===== src/rtl/auc_pkg.sv =====
// Shared constants for the AUC command path: mode codes, operand-RAM map,
// per-mode word counts and the decoder state encoding.
package auc_pkg;

    // Mode codes as carried on auc_mode
    localparam int unsigned MODE_RAND = 0;
    localparam int unsigned MODE_INVS = 1;
    localparam int unsigned MODE_R    = 2;
    localparam int unsigned MODE_S    = 3;
    localparam int unsigned MODE_WMUL = 4;
    localparam int unsigned MODE_MMUL = 5;

    // Operand-RAM addresses
    localparam int unsigned ADDR_X_G    = 0;
    localparam int unsigned ADDR_Y_G    = 1;
    localparam int unsigned ADDR_K_NUM  = 11;
    localparam int unsigned ADDR_HASH   = 16;
    localparam int unsigned ADDR_PKEY   = 17;
    localparam int unsigned ADDR_ZRRAM  = 18;
    localparam int unsigned ADDR_ONERAM = 19;

    // Expected words per burst
    localparam int unsigned EXP_DUMMY = 1;
    localparam int unsigned EXP_S     = 2;
    localparam int unsigned EXP_WMUL  = 5;
    localparam int unsigned EXP_MMUL  = 4;

    // Word index that carries the scalar k
    localparam int unsigned SCL_WMUL = 4;
    localparam int unsigned SCL_MMUL = 3;

    // Decoder states
    typedef logic [2:0] auc_state_t;
    localparam auc_state_t StIdle  = 3'd0;
    localparam auc_state_t StRecv  = 3'd1;
    localparam auc_state_t StCheck = 3'd2;
    localparam auc_state_t StFire  = 3'd3;
    localparam auc_state_t StErr   = 3'd4;

endpackage


===== src/rtl/auc_addr_map.sv =====
// Combinational (mode, word index) -> operand-RAM address lookup with the
// per-mode expected word count, legality and scalar-word flag.
module auc_addr_map
    import auc_pkg::*;
#(
    parameter int unsigned ADDR = 5,
    parameter int unsigned MW   = 3,
    parameter int unsigned IW   = 4
) (
    input  logic [MW-1:0]   mode,
    input  logic [IW-1:0]   idx,
    output logic [ADDR-1:0] addr,
    output logic            in_range,
    output logic            is_scalar,
    output logic [IW-1:0]   expected,
    output logic            legal
);

    localparam logic [ADDR-1:0] BLNK = {ADDR{1'b1}};

    always_comb begin
        addr      = BLNK;
        legal     = 1'b1;
        expected  = '0;
        is_scalar = 1'b0;
        case (mode)
            MW'(MODE_RAND), MW'(MODE_INVS), MW'(MODE_R): begin
                expected = IW'(EXP_DUMMY);
            end
            MW'(MODE_S): begin
                expected = IW'(EXP_S);
                case (idx)
                    IW'(0):  addr = ADDR'(ADDR_HASH);
                    IW'(1):  addr = ADDR'(ADDR_PKEY);
                    default: addr = BLNK;
                endcase
            end
            MW'(MODE_WMUL): begin
                expected  = IW'(EXP_WMUL);
                is_scalar = (idx == IW'(SCL_WMUL));
                case (idx)
                    IW'(0):  addr = ADDR'(ADDR_ZRRAM);
                    IW'(1):  addr = ADDR'(ADDR_ONERAM);
                    IW'(2):  addr = ADDR'(ADDR_X_G);
                    IW'(3):  addr = ADDR'(ADDR_Y_G);
                    IW'(4):  addr = ADDR'(ADDR_K_NUM);
                    default: addr = BLNK;
                endcase
            end
            MW'(MODE_MMUL): begin
                expected  = IW'(EXP_MMUL);
                is_scalar = (idx == IW'(SCL_MMUL));
                case (idx)
                    IW'(0):  addr = ADDR'(ADDR_ZRRAM);
                    IW'(1):  addr = ADDR'(ADDR_ONERAM);
                    IW'(2):  addr = ADDR'(ADDR_X_G);
                    IW'(3):  addr = ADDR'(ADDR_K_NUM);
                    default: addr = BLNK;
                endcase
            end
            default: begin
                legal = 1'b0;
            end
        endcase

        in_range = legal && (idx < expected);
        // Out-of-range words are discarded, never treated as scalar
        if (!in_range) begin
            addr      = BLNK;
            is_scalar = 1'b0;
        end
    end

endmodule


===== src/rtl/auc_cmd_decoder.sv =====
// AUC host-bus command decoder: routes operand bursts into the ECC operand RAM,
// validates burst shape and fires a one-cycle enable for the selected function.
module auc_cmd_decoder
    import auc_pkg::*;
#(
    parameter int unsigned WIDTH = 256,
    parameter int unsigned ADDR  = 5,
    parameter int unsigned MW    = 3,
    parameter int unsigned MAXW  = 8
) (
    input  logic                 clk,
    input  logic                 rst,
    input  logic                 auc_vld,
    output logic                 auc_rdy,
    input  logic                 auc_last,
    input  logic [MW-1:0]        auc_mode,
    input  logic [WIDTH-1:0]     auc_dat,
    input  logic                 core_busy,
    output logic [(2**MW)-1:0]   en_op,
    output logic                 dec_wen,
    output logic [ADDR-1:0]      dec_wadd,
    output logic [WIDTH-1:0]     dec_wdat,
    output logic [WIDTH-1:0]     dec_rannum,
    output logic                 dec_ranvld,
    output logic                 dec_err
);

    localparam int unsigned     NMODE = 2**MW;
    localparam int unsigned     IW    = $clog2(MAXW) + 1;
    localparam logic [ADDR-1:0] BLNK  = {ADDR{1'b1}};

    auc_state_t       state_q, state_d;
    logic [MW-1:0]    mode_q, mode_d;
    logic [IW-1:0]    cnt_q, cnt_d;
    logic             overrun_q, overrun_d;
    logic [WIDTH-1:0] shadow_q;

    logic             wen_q;
    logic [ADDR-1:0]  wadd_q;
    logic [WIDTH-1:0] wdat_q;
    logic [NMODE-1:0] en_op_q;
    logic             ranvld_q;
    logic [WIDTH-1:0] rannum_q;
    logic             err_q;

    logic             rdy;
    logic             accept;
    logic             good;

    logic [MW-1:0]    map_mode;
    logic [IW-1:0]    map_idx;
    logic [ADDR-1:0]  map_addr;
    logic             map_in_range;
    logic             map_is_scalar;
    logic [IW-1:0]    map_expected;
    logic             map_legal;

    // In IDLE the first word is mapped with the live mode; afterwards the latched one
    always_comb begin
        map_mode = mode_q;
        map_idx  = cnt_q;
        if (state_q == StIdle) begin
            map_mode = auc_mode;
            map_idx  = '0;
        end
    end

    auc_addr_map #(
        .ADDR (ADDR),
        .MW   (MW),
        .IW   (IW)
    ) u_addr_map (
        .mode      (map_mode),
        .idx       (map_idx),
        .addr      (map_addr),
        .in_range  (map_in_range),
        .is_scalar (map_is_scalar),
        .expected  (map_expected),
        .legal     (map_legal)
    );

    always_comb begin
        rdy = 1'b0;
        case (state_q)
            StIdle:  rdy = !core_busy;
            StRecv:  rdy = 1'b1;
            default: rdy = 1'b0;
        endcase
        if (rst) begin
            rdy = 1'b0;
        end
    end

    assign auc_rdy = rdy;
    assign accept  = auc_vld && rdy;

    always_comb begin
        state_d   = state_q;
        mode_d    = mode_q;
        cnt_d     = cnt_q;
        overrun_d = overrun_q;
        // Only meaningful in CHECK, where the map sees (mode_q, cnt_q)
        good      = map_legal && !overrun_q && (cnt_q == map_expected);
        case (state_q)
            StIdle: begin
                if (accept) begin
                    mode_d    = auc_mode;
                    cnt_d     = IW'(1);
                    overrun_d = (map_idx >= map_expected);
                    state_d   = auc_last ? StCheck : StRecv;
                end
            end
            StRecv: begin
                if (accept) begin
                    cnt_d     = (cnt_q == IW'(MAXW)) ? cnt_q : cnt_q + IW'(1);
                    overrun_d = overrun_q || (map_idx >= map_expected);
                    if (auc_last) begin
                        state_d = StCheck;
                    end
                end
            end
            StCheck: begin
                state_d = good ? StFire : StErr;
            end
            default: begin
                state_d = StIdle;
            end
        endcase
    end

    always_ff @(posedge clk) begin
        if (rst) begin
            state_q   <= StIdle;
            mode_q    <= '0;
            cnt_q     <= '0;
            overrun_q <= 1'b0;
            shadow_q  <= '0;
            wen_q     <= 1'b0;
            wadd_q    <= BLNK;
            wdat_q    <= '0;
            en_op_q   <= '0;
            ranvld_q  <= 1'b0;
            rannum_q  <= '0;
            err_q     <= 1'b0;
        end else begin
            state_q   <= state_d;
            mode_q    <= mode_d;
            cnt_q     <= cnt_d;
            overrun_q <= overrun_d;

            wen_q <= accept && map_in_range && (map_addr != BLNK);
            if (accept) begin
                wadd_q <= map_addr;
                wdat_q <= auc_dat;
            end
            if (accept && map_is_scalar) begin
                shadow_q <= auc_dat;
            end

            // Pulses are registered on the CHECK exit so they appear in FIRE/ERR
            en_op_q  <= '0;
            ranvld_q <= 1'b0;
            err_q    <= 1'b0;
            if (state_q == StCheck) begin
                if (good) begin
                    en_op_q  <= NMODE'(1) << mode_q;
                    ranvld_q <= 1'b1;
                    rannum_q <= shadow_q;
                end else begin
                    err_q <= 1'b1;
                end
            end
        end
    end

    assign dec_wen    = wen_q;
    assign dec_wadd   = wadd_q;
    assign dec_wdat   = wdat_q;
    assign en_op      = en_op_q;
    assign dec_ranvld = ranvld_q;
    assign dec_rannum = rannum_q;
    assign dec_err    = err_q;

endmodule


===== config.mk =====
export PLATFORM = sky130hd
export DESIGN_NAME = auc_cmd_decoder
export DESIGN_NICKNAME = d
export VERILOG_FILES = /design/src/rtl/auc_pkg.sv /design/src/rtl/auc_addr_map.sv /design/src/rtl/auc_cmd_decoder.sv
export SDC_FILE = /design/constraint.sdc
export NUM_CORES = 1
export LEC_CHECK = 0
export ABC_CLOCK_PERIOD_IN_PS = 7300
export CAP_MARGIN = 20
export CORE_AREA = 4 4 241 419
export CTS_CLUSTER_SIZE = 10
export DETAILED_ROUTE_END_ITERATION = 8
export DIE_AREA = 0 0 245 423
export PLACE_DENSITY = 0.64
export SLEW_MARGIN = 20
export SYNTH_ARGS = -nofsm -noshare
export SYNTH_HDL_FRONTEND = slang
export SYNTH_HIERARCHICAL = 1
export SYNTH_SLANG_ARGS = --single-unit

===== constraint.sdc =====
create_clock -name clk -period 7.3 [get_ports clk]
set_clock_uncertainty 0.05 [all_clocks]
set_input_delay 1.095 -clock clk [delete_from_list [all_inputs] [get_ports clk]]
set_output_delay 1.095 -clock clk [all_outputs]
set_load 0.02 [all_outputs]

* Word-level counts from Yosys, hierarchy flattened
Cells that the tools add are included.
** Operators by class
- $add $sub $neg :: 1
- Equal/unequal tests :: 18
- Bitwise gates (word level) :: 2
- $lt $le $gt $ge :: 2
- Reduce and logical (&&, ||, !) cells :: 23
- Shift operators :: 1
- Mux-type cells :: 28
** Operators with widths (count)
- one-hot mux 5 bit (5 select lines) :: 1
- one-hot mux 5 bit (4 select lines) :: 1
- 2-to-1 mux 4 bit :: 4
- one-hot mux 4 bit (2 select lines) :: 2
- 2-to-1 mux 3 bit :: 5
- one-hot mux 5 bit (3 select lines) :: 1
- one-hot mux 3 bit (4 select lines) :: 1
- == test 3 x 2 -> 1 bit (second input constant) :: 3
- one-hot mux 3 bit (3 select lines) :: 1
- == test 4 x 2 -> 1 bit (second input constant) :: 2
- inequality test 2 bit (second input constant) :: 4
- left shift 1 x 3 -> 8 bit (first input constant) :: 1
- logical AND 1 bit :: 7
- 2-to-1 mux 1 bit :: 7
- == test 3 x 1 -> 1 bit (second input constant) :: 2
- == test 3 bit (second input constant) :: 2
- logical NOT 3 bit :: 2
- one-hot mux 1 bit (2 select lines) :: 3
- AND reduction 3 bit :: 2
- OR reduction 3 bit :: 2
- OR reduction 6 bit :: 1
- 2-to-1 mux 5 bit :: 1
- inequality test 5 bit (second input constant) :: 1
- adder 4 x 1 -> 4 bit (second input constant) :: 1
- 15 further kinds :: 18
** Storage, ports and cells
- Bits of input ports :: 264
- Output and inout port bits :: 529
- Register bits after elaboration :: 795

* Logic depth before layout (Yosys ltp)
Gate-level depths: netlist of the first run.
- Word-level depth :: 10
- Gate-level depth with buffers :: 17
- Gate-level depth less buffers :: 11

* Cells and area by module
The synthesis of the first run kept the hierarchy.
** Modules (own cells, without submodules)
- auc_cmd_decoder :: seq. area each 15915.3 um^2, instances 1, area an instance 28783.9 um^2, cells an instance 3488
- auc_addr_map :: seq. area each 0.0 um^2, instances 1, area an instance 312.8 um^2, cells an instance 41

* Worst setup path before layout of the first run
Ideal clock, no wire load.
- Kind :: input to output
- Start point :: input rst
- End point :: output auc_rdy
- Stages on the path :: 6
- Arrival time :: 2410 ps
- Setup slack :: 3745 ps
- Cell sequence :: clkbuf_1 > inv_1 > clkbuf_1 > clkbuf_1 > clkbuf_1 > and3_1
** On the way
- Word-level cells in the longest chain between the ends :: 1
** RTL lines
- from (decl) :: RTL line auc_cmd_decoder.sv:12 : input logic rst,
- 2-to-1 mux 1 bit :: RTL line auc_cmd_decoder.sv:89 : if (rst) begin
- to (decl) :: RTL line auc_cmd_decoder.sv:14 : output logic auc_rdy,
Every way passes these cells.

* Worst setup path in the final report of the first run
- Start point :: register state_q[2]
- End point :: register shadow_q[86]
** On the way
- Word-level cells in the longest chain between the ends :: 9
- Elaborated cells on any way between the ends :: 24
** RTL lines
- from (decl) :: RTL line auc_cmd_decoder.sv:32 : auc_state_t state_q, state_d;
- from (signal assigned) :: RTL line auc_cmd_decoder.sv:133 : state_q <= StIdle;
- from (signal assigned) :: RTL line auc_cmd_decoder.sv:146 : state_q <= state_d;
- logical NOT 3 bit * :: RTL line auc_cmd_decoder.sv:62 : if (state_q == StIdle) begin
- 2-to-1 mux 3 bit * :: RTL line auc_cmd_decoder.sv:62
- named net map_mode[2] :: RTL line auc_cmd_decoder.sv:50 : logic [MW-1:0] map_mode;
- == test 3 x 1 -> 1 bit, or another cell as far along :: RTL line auc_addr_map.sv:26 : case (mode)
- OR reduction 3 bit :: RTL line auc_addr_map.sv:26
- one-hot mux 3 bit (4 select lines) :: RTL line auc_addr_map.sv:26
- < comparator 4 x 3 -> 1 bit :: RTL line auc_addr_map.sv:66 : in_range = legal && (idx < expected);
- logical AND 1 bit :: RTL line auc_addr_map.sv:66
- 2-to-1 mux 1 bit * :: RTL line auc_addr_map.sv:68 : if (!in_range) begin
- named net map_is_scalar :: RTL line auc_cmd_decoder.sv:54 : logic map_is_scalar;
- logical AND 1 bit * :: RTL line auc_cmd_decoder.sv:156 : if (accept && map_is_scalar) begin
- to (signal assigned) :: RTL line auc_cmd_decoder.sv:157 : shadow_q <= auc_dat;
- to (decl) :: RTL line auc_cmd_decoder.sv:36 : logic [WIDTH-1:0] shadow_q;
The timed path passes the listed nets; every way through them passes the cells marked *.
A chain may end at the register's enable or synchronous reset.

==> results of run 1 <==
-- power groups by stage --
stage,clock [mW],combinational (mW),sequential [mW]
2_1_floorplan,0,0.253,4.60
3_3_place_gp,0,0.720,4.53
3_5_place_dp,0,0.721,4.53
4_1_cts,4.09,0.724,4.44
5_1_grt,4.25,0.770,4.45
6_report,3.96,0.717,4.44
-- layer usage --
layer	up-vias	share of wire, %	global-route usage [%]	routed length (um)
met5	-	0.028	0	27
met4	4	4.1	8.52	4010
met3	164	8.4	5.75	8140
met2	809	47	29.5	45800
met1	11764	40	20.7	38900
li1	12625	-	-	-
-- sequential cells by signal (all words and copies together), names as in the netlist --
register	count
cnt_q	4
dec_wadd	5
dec_wdat	256
mode_q	3
dec_ranvld	1
state_q	3
shadow_q	256
dec_wen	1
en_op	8
dec_rannum	256
dec_err	1
overrun_q	1
-- worst reg2reg max path, cell delays in order, from the launching register on --
cell and delay [ns]:
dfxtp_1 0.39, nor3_1 0.54, nand2_1 0.09, o21ai_0 0.32
nand2b_1 0.36, ha_1 0.28, a211o_1 0.30, a21oi_4 0.19
and3_1 0.21, nand4_1 0.58, buf_12 0.44, nand2_1 0.28
a21oi_1 0.07
-- final cells by class --
cell class / instances / area share (%)
Sequential cell: 795 / 39.6
Antenna cell: 8 / 0.0498
Inverter: 12 / 0.131
Timing Repair Buffer: 815 / 20.6
Multi-Input combinational cell: 2453 / 29.5
Clock buffer: 93 / 5.71
Tap cell: 1309 / 4.08
Clock inverter: 9 / 0.274
-- synth_stat cells, types with 2 or more instances --
cell type  instances  area share, %
a21o_1             2          0.052
dfxtp_1          795             55
nor3b_1            3          0.077
nor3_1            10           0.17
buf_6             28            1.1
or4_1              3          0.077
o21ai_0           10           0.17
buf_2             50           0.86
ha_1               8           0.34
buf_4              2          0.052
and2_1             2          0.043
a32o_1             2          0.069
nor4_1             4          0.086
xnor2_1            3          0.090
mux2i_1          258            8.9
a21oi_1          517            8.9
nor2_1            10           0.13
nand4_1            6           0.13
buf_1              6          0.077
clkbuf_1         183            2.4
nand2b_1           4          0.086
a21o_2             2          0.060
or3_1              3          0.065
nor4b_1            2          0.060
and3_1             5           0.11
nand2_1         1562             20
a31oi_1            3          0.065
nand3_1           12           0.21
inv_1             12           0.15
-- path summary, 6_finish.rpt --
path	startpoint	to	slack (ns)
worst max register to register	state_q[2]$_SDFFE_PP0P_	shadow_q[86]$_SDFFE_PP0P_	3.06
worst min register to register	shadow_q[232]$_SDFFE_PP0P_	dec_rannum[232]$_SDFFE_PP0P_	0.40
worst max-delay path	state_q[2]$_SDFFE_PP0P_	shadow_q[86]$_SDFFE_PP0P_	3.06
worst min-delay path	shadow_q[232]$_SDFFE_PP0P_	dec_rannum[232]$_SDFFE_PP0P_	0.40
-- stage by stage --
stage / setup slack, ns / hold slack (ns) / std cells / area, um^2
2_1_floorplan: 3.74 / 0.387 / 3529 / 29100
3_3_place_gp: 2.53 / 0.391 / 5384 / 37800
3_5_place_dp: 2.46 / 0.395 / 5384 / 37800
4_1_cts: 3.11 / 0.399 / 5486 / 40200
5_1_grt: 2.65 / 0.415 / 5494 / 40200
6_report: 3.06 / 0.397 / 5494 / 40200
-- cells by family after synthesis --
kind of cell | count (synthesis) | share of synthesized area (%)
other | 1 | 0.0129
adders and majority gates | 8 | 0.344
xor gates and xnor gates | 4 | 0.120
buffers and inverters | 281 | 4.59
AOI/OAI and AO/OA | 547 | 9.68
and+or+nand+nor | 1635 | 21.7
muxes | 258 | 8.88
DFF | 795 | 54.7
==> qor.csv, run 1 <==
stage,metric,value,unit
yosys,syn-num-nets,3801,
worst_setup_path,r2r_cells,12,
layout,multi_input_comb_area,11900,um^2
floorplan,fp-row-count,152,
clock_tree,cts_setup_buffers,0,
place,io_buffer_count,792,
worst_hold_path,holdPathStages,2,
yosys,synth-edff-count,0,
power,p_comb_share,7.9,%
clock_tree,cts_buffers,90,
layout,layout_common_cells,"nand2_1, dfxtp_1, clkdlybuf4s50_1",
clock_tree,cts.path.max_buffers,3,
worst_setup_path,crit_fanout,75,
sta,clock.fmax,0.236,GHz
yosys,yosysWarningCount,6,
route,drt-initial-drc-count,1223,
sta,maxSlewViolCount,0,
floorplan,dieArea,104000,um^2
global_route,grt_max_degree,204,
sta,finalCriticalPeriod,4.24,ns
worst_setup_path,path_buf_inv,1,
global_route,global_route.usage.total,17.8,%
layout,post-route-util,41.1,%
route,drtPass1Iterations,5,
global_route,grt_pass1_vias,24585,
clock_tree,cts-root-buf,clkbuf_16,
worst_setup_path,start_kind,flop,
yosys,synth_ff_type,dfxtp_1,
clock_tree,cts_hold_buf,0,
layout,layout-drive-gt1-share,3.30,%
sta,max_slew_margin,15.2,%
power,clkPwrFrac,43.4,%
worst_setup_path,end_kind,flop,
layout,finalNetCount,4439,
power,switching_share,23.7,%
clock_tree,cts.repair.resized,0,
sta,fin_crit_sh,58.1,%
floorplan,die_h,423,um
yosys,synth_seq_cells,795,
power,power.total,9.11,mW
worst_setup_path,crit_chain,nor3_1 -> nand2_1 -> o21ai_0 -> nand2b_1 -> ha_1 -> a211o_1 -> a21oi_4 -> and3_1 -> nand4_1 -> buf_12 -> nand2_1 -> a21oi_1,
layout,synthToLayoutAreaGrowth,38.1,%
global_route,grt_overflow,0,
route,post_drt_wl_per_cell,17.6,um
sta,tns,0,ns
worst_hold_path,hold_path_class,flop to flop,
yosys,synth_area_per_cell,8.25,um^2
clock_tree,path_clk_slew,0.06,ns
clock_tree,htreeDepth,3,
global_route,grt_pass1_wl,146000,um
power,cellLeakagePower,13.0,nW
clock_tree,cts_sinks,795,
power,p_switching,2.16,mW
worst_setup_path,critPathKind,flop to flop,
route,vias_per_cell,4.62,
power,power_frac_seq,48.7,%
power,ir_drop,0.175,mV
floorplan,io_pins,793,
route,ant_nets,0,
worst_setup_path,cp_common_cell,nand2_1,
route,remaining_drc_errors,0,
worst_setup_path,cp.required,7.75,ns
clock_tree,clk-insertion-delay-late,0.67,ns
worst_setup_path,cp.arrival,4.69,ns
sta,hold_viol,0,
layout,register_area,15900,um^2
yosys,syn_inst,3529,
power,power_density,227,nW/um^2
power,power.internal,6.95,mW
run_status,status,"finished, final reports clean",
worst_setup_path,critPathMaxStageDelay,0.58,ns
global_route,antenna_found_initial,11,
route,vias,25366,
layout,layout_commonest_cell,nand2_1,
route,drt-total-wl,96800,um
worst_setup_path,cp.depth,12,
floorplan,die_w,245,um
worst_setup_path,cpMaxStageDelayCell,nand4_1,
floorplan,floorplan.initialDensity,29.8,%
yosys,ys_seq_area_share,54.7,%
layout,fill_cells,9842,
sta,tightest_slew,1.27,ns
worst_setup_path,cpLargestDelayFamily,simple AND/OR/NAND/NOR gates,
yosys,yosysUniqueCellTypes,51,
job,maxCapViolCount,0,
floorplan,core_area,97800,um^2
sta,setup_violations,0,
yosys,synth_area,29100,um^2
yosys,ys_async_sr_fraction,0,%
place,gp_congestion,0.837,
sta,rsz0062_at_grt,false,
place,hpwl,65400,um
clock_tree,tritoncts,built,
No activity file was read; power rests on OpenSTA's default activity.
==> run 2, diff against run 1 <==
- ABC_CLOCK_PERIOD_IN_PS: 7300 -> 4440
- clock period: 7.3 -> 4.44 ns (I/O delays scaled with it)
==> run 2 against run 1 <==
  * Sequential power up 64%
  * Setup slack worse by 2.5 ns
  * Fmax up 8.1%
  * Routed wire length up 0.81%
  * Register-to-register slack worse by 2.5 ns
  * Clock-buffer cell count up 2
  * Sequential cell count unchanged
  * Non-clock buffer count up 21
  * Die area unchanged
  * Cell count up 0.38%
  * Highest routed layer unchanged
==> qor.csv, run 2 (synthesized netlist as in run 1, its figures left out) <==
stage,metric,value,unit,change
run_status,status,"finished, final reports clean",,
power,power_frac_seq,48.4,%,-0.3 points
power,power.internal,11.5,mW,+65%
sta,max_slew_margin,25.2,%,+10 points
clock_tree,cts_sinks,795,,unchanged
layout,finalNetCount,4461,,+0.50%
clock_tree,tritoncts,built,,
layout,fill_cells,9816,,-0.26%
power,switching_share,24.1,%,+0.33 points
worst_setup_path,cpLargestDelayFamily,simple AND/OR/NAND/NOR gates,,
sta,fin_crit_sh,88.3,%,+30 points
place,gp_congestion,0.824,,-1.6%
floorplan,floorplan.initialDensity,29.8,%,unchanged
route,remaining_drc_errors,0,,unchanged
worst_setup_path,cp.required,4.89,ns,-2.86 ns
floorplan,die_w,245,um,unchanged
clock_tree,cts_buffers,91,,+1.1%
floorplan,fp-row-count,152,,unchanged
worst_setup_path,crit_chain,nor3_1 -> nand2_1 -> o21ai_0 -> nand2b_1 -> ha_1 -> a211o_1 -> a21oi_4 -> and3_1 -> nand4_1 -> buf_12 -> nand2_1 -> a21oi_1,,
route,ant_nets,0,,unchanged
sta,tns,0,ns,unchanged
route,drt-total-wl,97600,um,+0.81%
worst_setup_path,end_kind,flop,,
worst_setup_path,start_kind,flop,,
clock_tree,cts.path.max_buffers,3,,unchanged
clock_tree,cts_hold_buf,0,,unchanged
worst_setup_path,cp_common_cell,nand2_1,,
global_route,global_route.usage.total,17.9,%,+0.13 points
global_route,grt_pass1_vias,24607,,+0.089%
worst_setup_path,path_buf_inv,1,,unchanged
worst_setup_path,r2r_end,shadow_q[232]$_SDFFE_PP0P_,,
global_route,grt_overflow,0,,unchanged
floorplan,core_area,97800,um^2,unchanged
route,vias_per_cell,4.62,,about the same
power,ir_drop,0.299,mV,+71%
layout,fin_area,40600,um^2,+0.97%
floorplan,dieArea,104000,um^2,unchanged
clock_tree,cts-root-buf,clkbuf_16,,
clock_tree,path_clk_slew,0.06,ns,about the same
worst_setup_path,critPathKind,flop to flop,,
worst_setup_path,cp-endpoint,shadow_q[232]$_SDFFE_PP0P_,,
power,p_comb_share,7.9,%,about the same
power,clkPwrFrac,43.7,%,+0.3 points
power,p_switching,3.63,mW,+68%
route,vias,25467,,+0.40%
worst_setup_path,critPathMaxStageDelay,0.58,ns,about the same
worst_setup_path,cpMaxStageDelayCell,nor3_1,,
layout,layout_commonest_cell,nand2_1,,
route,drtPass1Iterations,5,,unchanged
place,hpwl,67500,um,+3.2%
sta,maxSlewViolCount,0,,unchanged
route,post_drt_wl_per_cell,17.7,um,+0.42%
route,drt-initial-drc-count,1320,,+7.9%
worst_setup_path,r2r_setup_slack,0.52,ns,-2.54 ns
clock_tree,cts.repair.resized,0,,unchanged
layout,post-route-util,41.5,%,+0.40 points
sta,setup_violations,0,,unchanged
power,power_density,372,nW/um^2,+64%
place,io_buffer_count,792,,unchanged
global_route,grt_max_degree,201,,-1.5%
clock_tree,clk-insertion-delay-late,0.66,ns,about the same
floorplan,die_h,423,um,unchanged
floorplan,io_pins,793,,unchanged
place,post_dp_cell_area,38100,um^2,+0.88%
worst_setup_path,r2r_cells,12,,unchanged
sta,rsz0062_at_grt,false,,
clock_tree,htreeDepth,3,,unchanged
global_route,antenna_found_initial,7,,-4
sta,hold_viol,0,,unchanged
sta,worst_hold_slack,0.401,ns,+0.00460 ns
power,cellLeakagePower,13.1,nW,+1.4%
sta,finalCriticalPeriod,3.92,ns,-0.319 ns
global_route,grt_pass1_wl,147000,um,+0.66%
worst_setup_path,r2r_start,state_q[2]$_SDFFE_PP0P_,,
layout,layout_common_cells,"nand2_1, dfxtp_1, clkdlybuf4s50_1",,
worst_setup_path,cp.arrival,4.37,ns,-0.32 ns
worst_hold_path,hold_path_class,flop to flop,,
job,maxCapViolCount,0,,unchanged
layout,layout-drive-gt1-share,3.86,%,+0.55 points
layout,synthToLayoutAreaGrowth,39.4,%,
worst_setup_path,cp.depth,12,,unchanged
sta,tightest_slew,1.12,ns,-0.150 ns
clock_tree,cts_setup_buffers,0,,unchanged
sta,clock.fmax,0.255,GHz,+8.1%
worst_setup_path,cp-startpoint,state_q[2]$_SDFFE_PP0P_,,
worst_setup_path,crit_fanout,154,,+110%
==> run 2: cell types whose count changed in the layout (fill, tap and decap cells not counted) <==
cell | before | now
inv_16 | 0 | 2
clkbuf_1 | 1 | 2
buf_4 | 9 | 15
clkbuf_16 | 91 | 92
clkinv_16 | 0 | 1
bufinv_16 | 1 | 0
inv_6 | 4 | 2
clkinv_2 | 1 | 3
buf_6 | 0 | 1
diode_2 | 8 | 4
buf_12 | 14 | 28
==> run 2: stage by stage <==
stage / power (mW) / worst slack (ns) / std cells
after floorplan: 7.99 / 1.19 / 3529
after global placement: 8.65 / 0.468 / 5405
after detailed placement: 8.65 / 0.391 / 5405
after CTS: 15.4 / 0.519 / 5511
after global routing: 15.7 / 0.120 / 5515
final: 15.1 / 0.521 / 5515
==> run 2: layer usage <==
metal,global-route usage (%),vias to the layer above,share of wire (%)
met4,7.56,4,3.8
met5,0,-,0.031
met2,30.4,856,48
li1,-,12639,-
met1,20.9,11807,40
met3,5.60,161,8.3
==> run 2: final cells by class <==
cell class | count | area, um^2 | share of cell area [%]
sequential | 795 | 15900 | 39.2
multi-input combinational | 2453 | 11900 | 29.3
timing repair buffer | 836 | 8620 | 21.2
clock buffer | 95 | 2320 | 5.73
tap | 1309 | 1640 | 4.04
clock inverter | 11 | 143 | 0.352
inverter | 12 | 52.6 | 0.130
antenna | 4 | 10.0 | 0.0247
==> run 2: worst min-delay path: cells and delay by family (launching register included) <==
kind	cells	cell delay, ns
DFF	1	0.30
and+or+nand+nor	1	0.05
AOI/OAI and AO/OA	1	0.05
==> run 2: how the worst min path moves through the flow <==
stage	start	to	slack [ns]	depth (start not counted)
floorplan	shadow_q[0]$_SDFFE_PP0P_	shadow_q[0]$_SDFFE_PP0P_	0.39	2
global placement	dec_rannum[70]$_SDFFE_PP0P_	dec_rannum[70]$_SDFFE_PP0P_	0.39	2
detailed placement	dec_rannum[195]$_SDFFE_PP0P_	dec_rannum[195]$_SDFFE_PP0P_	0.40	2
CTS	rst	shadow_q[200]$_SDFFE_PP0P_	0.38	2
global route	shadow_q[210]$_SDFFE_PP0P_	shadow_q[210]$_SDFFE_PP0P_	0.41	2
finish	dec_wdat[210]$_SDFFE_PP0P_	dec_wdat[210]$_SDFFE_PP0P_	0.40	2
==> run 2: power by group through the flow <==
stage,logic [mW],registers (mW),clock network [mW]
2_1_floorplan,0.415,7.57,0
3_3_place_gp,1.20,7.45,0
3_5_place_dp,1.20,7.45,0
4_1_cts,1.21,7.30,6.85
5_1_grt,1.28,7.31,7.11
6_report,1.19,7.30,6.59
